### src/rtl/fb_pixel_writer.sv
// fb_pixel_writer: takes the rasterizer pixel stream, clips it to the screen,
// queues {address, color} in a small FIFO and commits each entry to the
// framebuffer through a req/ack write port. It also reports when every pixel
// of a triangle has been committed.
// Optional feature macro: FB_CLEAR_EN adds a full-screen clear engine, with
// ports in_sig_clear and in_clear_color and a CLEAR state.
//
// Memory handshake: out_mem_we is the request (valid). While it is high,
// out_mem_addr and out_mem_data stay stable. A rising edge that sees
// in_mem_ack=1 completes the transfer. The next request may be presented in
// the cycle right after that edge. in_mem_ack is ignored while out_mem_we=0.
// The entry being presented stays in the FIFO until its ack edge, so FIFO
// occupancy counts the write in flight.
module fb_pixel_writer #(
  parameter int SCREEN_W    = 320,
  parameter int SCREEN_H    = 240,
  parameter int ADDR_W      = 17,
  parameter int FIFO_AW     = 3,
  parameter int STALL_LEVEL = 6
) (
  input  logic              clock,
  input  logic              reset,
  input  logic              in_sig_write_pixel,
  input  logic [15:0]       in_pixel_x,
  input  logic [15:0]       in_pixel_y,
  input  logic [15:0]       in_pixel_color,
  input  logic              in_sig_rasterize_done,
`ifdef FB_CLEAR_EN
  input  logic              in_sig_clear,
  input  logic [15:0]       in_clear_color,
`endif
  output logic              out_sig_stall,
  output logic              out_sig_overflow,
  output logic              out_sig_writes_done,
  output logic              out_sig_busy,
  output logic              out_mem_we,
  output logic [ADDR_W-1:0] out_mem_addr,
  output logic [15:0]       out_mem_data,
  input  logic              in_mem_ack,
  output logic [1:0]        dbg_state
);

  localparam int DEPTH = 1 << FIFO_AW;
  localparam int CNT_W = FIFO_AW + 1;
  localparam logic [CNT_W-1:0]   DEPTH_C = CNT_W'(DEPTH);
  localparam logic [CNT_W-1:0]   STALL_C = CNT_W'(STALL_LEVEL);
  localparam logic [CNT_W-1:0]   ONE_C   = CNT_W'(1);
  localparam logic [15:0]        W16     = 16'(SCREEN_W);
  localparam logic [15:0]        H16     = 16'(SCREEN_H);
  localparam logic [ADDR_W-1:0]  W_A     = ADDR_W'(SCREEN_W);
`ifdef FB_CLEAR_EN
  localparam logic [ADDR_W-1:0]  LAST_A  = ADDR_W'(SCREEN_W * SCREEN_H - 1);
`endif

  typedef enum logic [1:0] {
    ST_IDLE  = 2'd0,
    ST_WRITE = 2'd1
`ifdef FB_CLEAR_EN
    ,ST_CLEAR = 2'd2
`endif
  } state_t;

  state_t              state_q, state_d;
  logic [FIFO_AW-1:0]  wr_ptr_q, wr_ptr_d, rd_ptr_q, rd_ptr_d, rd_next;
  logic [CNT_W-1:0]    count_q, count_d;
  logic [ADDR_W-1:0]   fifo_addr_q [DEPTH];
  logic [15:0]         fifo_color_q [DEPTH];
  logic                mem_we_q, mem_we_d;
  logic [ADDR_W-1:0]   mem_addr_q, mem_addr_d;
  logic [15:0]         mem_data_q, mem_data_d;
  logic                stall_q, stall_d;
  logic                overflow_q, overflow_d;
  logic                done_pending_q, done_pending_d;
  logic                writes_done_q, writes_done_d;
  logic                on_screen, push, pop, fire, clear_active_d;
  logic [ADDR_W-1:0]   push_addr;
`ifdef FB_CLEAR_EN
  logic                clear_pending_q, clear_pending_d;
  logic [15:0]         clear_color_q, clear_color_d;
  logic                clear_start;
`endif

  // Input stage: clip, address computation and FIFO admission / overflow.
  always_comb begin
    on_screen  = (in_pixel_x < W16) && (in_pixel_y < H16);
    push_addr  = ADDR_W'(in_pixel_y) * W_A + ADDR_W'(in_pixel_x);
    push       = in_sig_write_pixel && on_screen && ((count_q != DEPTH_C) || pop);
    overflow_d = overflow_q ||
                 (in_sig_write_pixel && on_screen && (count_q == DEPTH_C) && !pop);
  end

  // Write FSM: presents the FIFO head (or clear addresses) and advances on ack.
  always_comb begin
    state_d    = state_q;
    mem_we_d   = mem_we_q;
    mem_addr_d = mem_addr_q;
    mem_data_d = mem_data_q;
    pop        = 1'b0;
    rd_next    = rd_ptr_q + FIFO_AW'(1);
`ifdef FB_CLEAR_EN
    clear_start = 1'b0;
`endif
    case (state_q)
      ST_IDLE: begin
        if (count_q != '0) begin
          mem_we_d   = 1'b1;
          mem_addr_d = fifo_addr_q[rd_ptr_q];
          mem_data_d = fifo_color_q[rd_ptr_q];
          state_d    = ST_WRITE;
        end
`ifdef FB_CLEAR_EN
        else if (clear_pending_q) begin
          clear_start = 1'b1;
          mem_we_d    = 1'b1;
          mem_addr_d  = '0;
          mem_data_d  = clear_color_q;
          state_d     = ST_CLEAR;
        end
`endif
      end
      ST_WRITE: begin
        if (in_mem_ack) begin
          pop = 1'b1;
          if (count_q > ONE_C) begin
            mem_addr_d = fifo_addr_q[rd_next];
            mem_data_d = fifo_color_q[rd_next];
          end else begin
            mem_we_d = 1'b0;
            state_d  = ST_IDLE;
          end
        end
      end
`ifdef FB_CLEAR_EN
      ST_CLEAR: begin
        if (in_mem_ack) begin
          if (mem_addr_q == LAST_A) begin
            mem_we_d = 1'b0;
            state_d  = ST_IDLE;
          end else begin
            mem_addr_d = mem_addr_q + ADDR_W'(1);
          end
        end
      end
`endif
      default: begin
        mem_we_d = 1'b0;
        state_d  = ST_IDLE;
      end
    endcase
  end

  // FIFO pointers, occupancy and the registered stall level.
  always_comb begin
    wr_ptr_d = push ? wr_ptr_q + FIFO_AW'(1) : wr_ptr_q;
    rd_ptr_d = pop ? rd_next : rd_ptr_q;
    count_d  = count_q + CNT_W'(push) - CNT_W'(pop);
`ifdef FB_CLEAR_EN
    clear_active_d = (state_d == ST_CLEAR);
`else
    clear_active_d = 1'b0;
`endif
    stall_d = (count_d >= STALL_C) || clear_active_d;
  end

  // Completion: pulse once when the triangle's pixels have all been committed.
  always_comb begin
    fire = done_pending_q && (count_q == '0) && !mem_we_q && !push;
`ifdef FB_CLEAR_EN
    fire = fire && !clear_pending_q && (state_q != ST_CLEAR);
`endif
    done_pending_d = fire ? 1'b0 : (done_pending_q || in_sig_rasterize_done);
    writes_done_d  = fire;
  end

`ifdef FB_CLEAR_EN
  // Clear request latch: a new request during a running clear queues another one.
  always_comb begin
    clear_pending_d = clear_start ? 1'b0 : clear_pending_q;
    clear_color_d   = clear_color_q;
    if (in_sig_clear) begin
      clear_pending_d = 1'b1;
      clear_color_d   = in_clear_color;
    end
  end
`endif

  // Control and output registers, cleared asynchronously.
  always_ff @(posedge clock or posedge reset) begin
    if (reset) begin
      state_q        <= ST_IDLE;
      wr_ptr_q       <= '0;
      rd_ptr_q       <= '0;
      count_q        <= '0;
      mem_we_q       <= 1'b0;
      mem_addr_q     <= '0;
      mem_data_q     <= '0;
      stall_q        <= 1'b0;
      overflow_q     <= 1'b0;
      done_pending_q <= 1'b0;
      writes_done_q  <= 1'b0;
`ifdef FB_CLEAR_EN
      clear_pending_q <= 1'b0;
      clear_color_q   <= '0;
`endif
    end else begin
      state_q        <= state_d;
      wr_ptr_q       <= wr_ptr_d;
      rd_ptr_q       <= rd_ptr_d;
      count_q        <= count_d;
      mem_we_q       <= mem_we_d;
      mem_addr_q     <= mem_addr_d;
      mem_data_q     <= mem_data_d;
      stall_q        <= stall_d;
      overflow_q     <= overflow_d;
      done_pending_q <= done_pending_d;
      writes_done_q  <= writes_done_d;
`ifdef FB_CLEAR_EN
      clear_pending_q <= clear_pending_d;
      clear_color_q   <= clear_color_d;
`endif
    end
  end

  // FIFO storage; contents are don't-care until the pointers mark them valid.
  always_ff @(posedge clock) begin
    if (push) begin
      fifo_addr_q[wr_ptr_q]  <= push_addr;
      fifo_color_q[wr_ptr_q] <= in_pixel_color;
    end
  end

  assign out_mem_we          = mem_we_q;
  assign out_mem_addr        = mem_addr_q;
  assign out_mem_data        = mem_data_q;
  assign out_sig_stall       = stall_q;
  assign out_sig_overflow    = overflow_q;
  assign out_sig_writes_done = writes_done_q;
  assign dbg_state           = state_q;
`ifdef FB_CLEAR_EN
  assign out_sig_busy = (count_q != '0) || mem_we_q || clear_pending_q || (state_q == ST_CLEAR);
`else
  assign out_sig_busy = (count_q != '0) || mem_we_q;
`endif

endmodule

### config.mk
export PLATFORM = sky130hd
export DESIGN_NAME = fb_pixel_writer
export DESIGN_NICKNAME = d
export VERILOG_FILES = /design/src/rtl/fb_pixel_writer.sv
export SDC_FILE = /design/constraint.sdc
export NUM_CORES = 1
export LEC_CHECK = 0
export CORE_ASPECT_RATIO = 0.6
export CORE_UTILIZATION = 65
export DETAILED_ROUTE_END_ITERATION = 8
export GPL_ROUTABILITY_DRIVEN = 0
export PLACE_DENSITY = 0.86
export SYNTH_ARGS = -nofsm -noshare
export SYNTH_HDL_FRONTEND = slang
export SYNTH_SLANG_ARGS = --single-unit
### constraint.sdc
create_clock -name clock -period 9.6 [get_ports clock]
set_clock_uncertainty 0.15 [all_clocks]
set_input_delay 0.96 -clock clock [delete_from_list [all_inputs] [get_ports clock]]
set_output_delay 0.96 -clock clock [all_outputs]
set_load 0.01 [all_outputs]
==> results.py <==
metrics = {
    "pwr": {
        "p_total_mw": 5.033,
        "p_sw_mw": 1.658,
        "leakagePower_nw": 5.958,
        "switching_share": 0.3295,
        "power_report.internal_total_mw": 3.375,
        "clockPowerShare": 0.208,
        "seq_power_share": 0.344,
        "combinationalPowerShare": 0.449,
        "ir_drop_v": 0.0002258,
        "cellPowerDensity_nw_per_um2": 292.8,
    },
    "synthesis": {
        "netlist_instances": 841,
        "synth.top_cell.area_share": 0.5185,
        "ys_seq_elements": 312,
        "async_flop_share": 0.1538,
        "synth_flop_cell": "edfxtp_1",
        "synth_fp_nets": 929,
        "synth_area_per_cell_sq_um": 18.18,
        "synth_compound_area_frac": 0.04893,
        "synth.area.top_cells": "edfxtp_1 (52%), mux4_2 (14%), dfrtp_1 (7.9%)",
        "yosys.area.top_type": "edfxtp_1",
        "yosysSeqAreaShare": 0.5970,
        "synth-warning-count": 0,
        "synth_fa_ha_area_frac": 0.03011,
        "synth_top_family_by_area": "multiplexers",
        "synth.most_common_cell": "edfxtp_1",
        "synth_area_sq_um": 15290,
        "synth.distinct_cells": 57,
        "synthMuxAreaShare": 0.2477,
        "ys_top_cells_by_count": "edfxtp_1 (264), mux4_2 (93), mux2i_1 (67)",
        "synth_edf_count": 264,
        "synth-xor-area-share": 0.01211,
        "synth_simple_gate_area_frac": 0.02913,
    },
    "routing": {
        "viasPerCell": 6.725,
        "wire_per_inst_um": 25.63,
        "drtPass1Iterations": 5,
        "dr_total_vias": 8494,
        "wirelength_um": 32370,
        "drtIter0Drc": 773,
        "drc": 0,
        "ant_nets": 0,
    },
    "floorplan": {
        "initial_core_util": 0.6625,
        "rows": 43,
        "die_w_um": 200.0,
        "ioPinCount": 93,
        "design.core.area_sq_um": 23080,
        "die_area_sq_um": 24160,
        "die_y_um": 120.8,
    },
    "flow_run": {
        "maxCapViolations": 0,
    },
    "clock_network": {
        "ctsResizeCount": 0,
        "cts_buffers": 27,
        "clockBufferDepth": 3,
        "root_buffer": "clkbuf_16",
        "clk_pin_slew_ps": 70,
        "htreeDepth": 1,
        "cts_sinks": 312,
        "insertion_delay_ps": 540,
        "cts_setup_buffers": 0,
        "cts_hold_buf": 0,
        "tritoncts": "yes",
    },
    "sta": {
        "relSlewSlack": 0.3249,
        "hold_viol": 0,
        "setup_viol": 0,
        "maxSlewViolCount": 0,
        "rsz0062_at_grt": "false",
        "fin_crit_ps": 4239,
        "setup-tns-final_ps": 0,
        "fin_crit_sh": 0.4415,
        "worstMarginPinSlew_ps": 1013,
        "max_freq_mhz": 235.9,
        "fin_ws_ps": 5361,
        "hold_slack_ps": 329.5,
    },
    "place": {
        "port_buffers": 91,
        "hpwlAfterDp_um": 18280,
        "place_ws_ps": 4884,
    },
    "grt": {
        "grt_pass1_vias": 8782,
        "grt-busiest-layer": "met2",
        "grt_max_degree": 69,
        "antenna_found_initial": 0,
        "use_met1": 0.4207,
        "overflow": 0,
        "met2_usage": 0.4529,
        "grt_pass1_wl_um": 50380,
        "grt_use_total": 0.2828,
        "grtUsageMet3": 0.04212,
    },
    "worst_hold_path": {
        "hp-class": "reg2reg",
        "hp-start": "out_sig_overflow",
    },
    "setup_path": {
        "cp.buffers_inverters": 2,
        "cp_slowest_stage_delay_ps": 480,
        "crit_fanout": 8,
        "worstPathArrival_ps": 4350,
        "required_ps": 9710,
        "cpMostUsedCell": "ha_1",
        "startpoint_type": "primary input",
        "startpoint": "in_pixel_y[1]",
        "slowest_stage": "xnor2_1",
        "path_cells": "clkdlybuf4s50_1 -> ha_1 -> ha_1 -> inv_1 -> fa_1 -> nor2b_1 -> o21ai_1 -> a21boi_0 -> nor2_1 -> ha_1 -> o2111a_1 -> o31a_1 -> o22ai_1 -> xnor2_1",
        "crit_type": "in2reg",
        "worstSetupEndpointType": "register",
        "cpLargestDelayFamily": "adder cells",
        "timing.rr.start": "rd_ptr_q[1]",
    },
    "finish": {
        "final_nets": 1015,
        "areaGrowthSynthToFinish_pct": 12.41,
        "drive_gt1_frac": 0.2268,
        "fill_cells": 1308,
        "register_area_sq_um": 9135,
        "num_antenna_cells": 0,
        "multi_input_area_sq_um": 5703,
    },
    "run_status": {
        "status": "complete, no violations",
    },
}
## area by class of cell
class	count	area share
clock inverters	18	0.007643
multi-input cells	456	0.3318
well taps	315	0.02293
clock buffers	32	0.04098
repair buffers	108	0.06042
inverters	22	0.004804
flip-flops and latches	312	0.5314
## stage by stage
stage               std cells  utilization  cell area [sq um]
floorplan                 841            -              15290
global placement         1213       0.7085              16350
detailed placement       1213       0.7085              16350
CTS                      1263       0.7447              17190
global route             1263       0.7447              17190
finish                   1263       0.7447              17190
## final timing paths
| kind | cells past startpoint | slack (ps) | end |
|---|---|---|---|
| setup / recovery | 14 | 5360 | fifo_addr_q[6][16] |
| hold / removal | 1 | 330 | out_sig_overflow |
| setup reg to reg | 8 | 5690 | out_mem_data[10] |
| hold reg to reg | 1 | 330 | out_sig_overflow |
| max in group asynchronous | 3 | 7890 | rd_ptr_q[0] |
| min in group asynchronous | 3 | 810 | count_q[1] |
## flip-flops by register name (all words and copies together) (netlist names)
| register | flops |
|---|---|
| out_mem_we | 1 |
| done_pending_q | 1 |
| count_q | 4 |
| rd_ptr_q | 3 |
| fifo_addr_q | 136 |
| fifo_color_q | 128 |
| out_sig_overflow | 1 |
| wr_ptr_q | 3 |
| out_sig_writes_done | 1 |
| out_sig_stall | 1 |
| out_mem_data | 16 |
| out_mem_addr | 17 |
## per-layer routing
layer	part of all wire	routed length (um)	vias up
met2	0.48	15660	427
li1	-	-	3632
met3	0.085	2735	56
met5	0	0	-
met1	0.41	13420	4379
met4	0.017	544	0
## worst register-to-register path, cell delays in order (launching register included)
cell	delay (ps)
dfrtp_2	340
buf_4	750
ha_4	480
buf_4	820
mux4_1	720
mux2i_1	190
nor2_1	90
a21oi_2	140
o21ai_1	80
## kinds of logic after synthesis
group / after synthesis
flip-flops: 312
multiplexers: 201
adder cells (fa/ha/maj): 35
AND/OR/NAND/NOR: 88
buffers and inverters: 73
other: 1
XOR/XNOR: 19
AO/OA/AOI/OAI: 112
## placed cells by master, fill, tap and decap left out, types with 7 or more instances in the layout
master	Yosys	layout
edfxtp_1	264	264
mux4_2	93	93
clkdlybuf4s50_1	0	91
mux2i_1	67	67
dfrtp_1	48	45
nor2_1	42	42
o21ai_1	35	35
ha_1	32	31
a21oi_2	29	29
clkbuf_16	0	27
inv_1	22	21
mux4_4	20	20
mux4_1	19	19
buf_4	3	17
xnor2_1	15	15
a21oi_1	14	14
o21ai_0	10	10
clkinv_1	0	10
a21o_1	7	7
nor3_1	9	7
## power groups by stage
stage | Clock (mW) | Sequential [mW] | Combinational (mW)
finish | 1.05 | 1.73 | 2.26
global route | 1.10 | 1.74 | 2.43
CTS | 1.05 | 1.73 | 2.27
detailed placement | 0 | 1.76 | 2.25
global placement | 0 | 1.75 | 2.19
floorplan | 0 | 1.73 | 1.89
(Power assumes the default switching activity.)
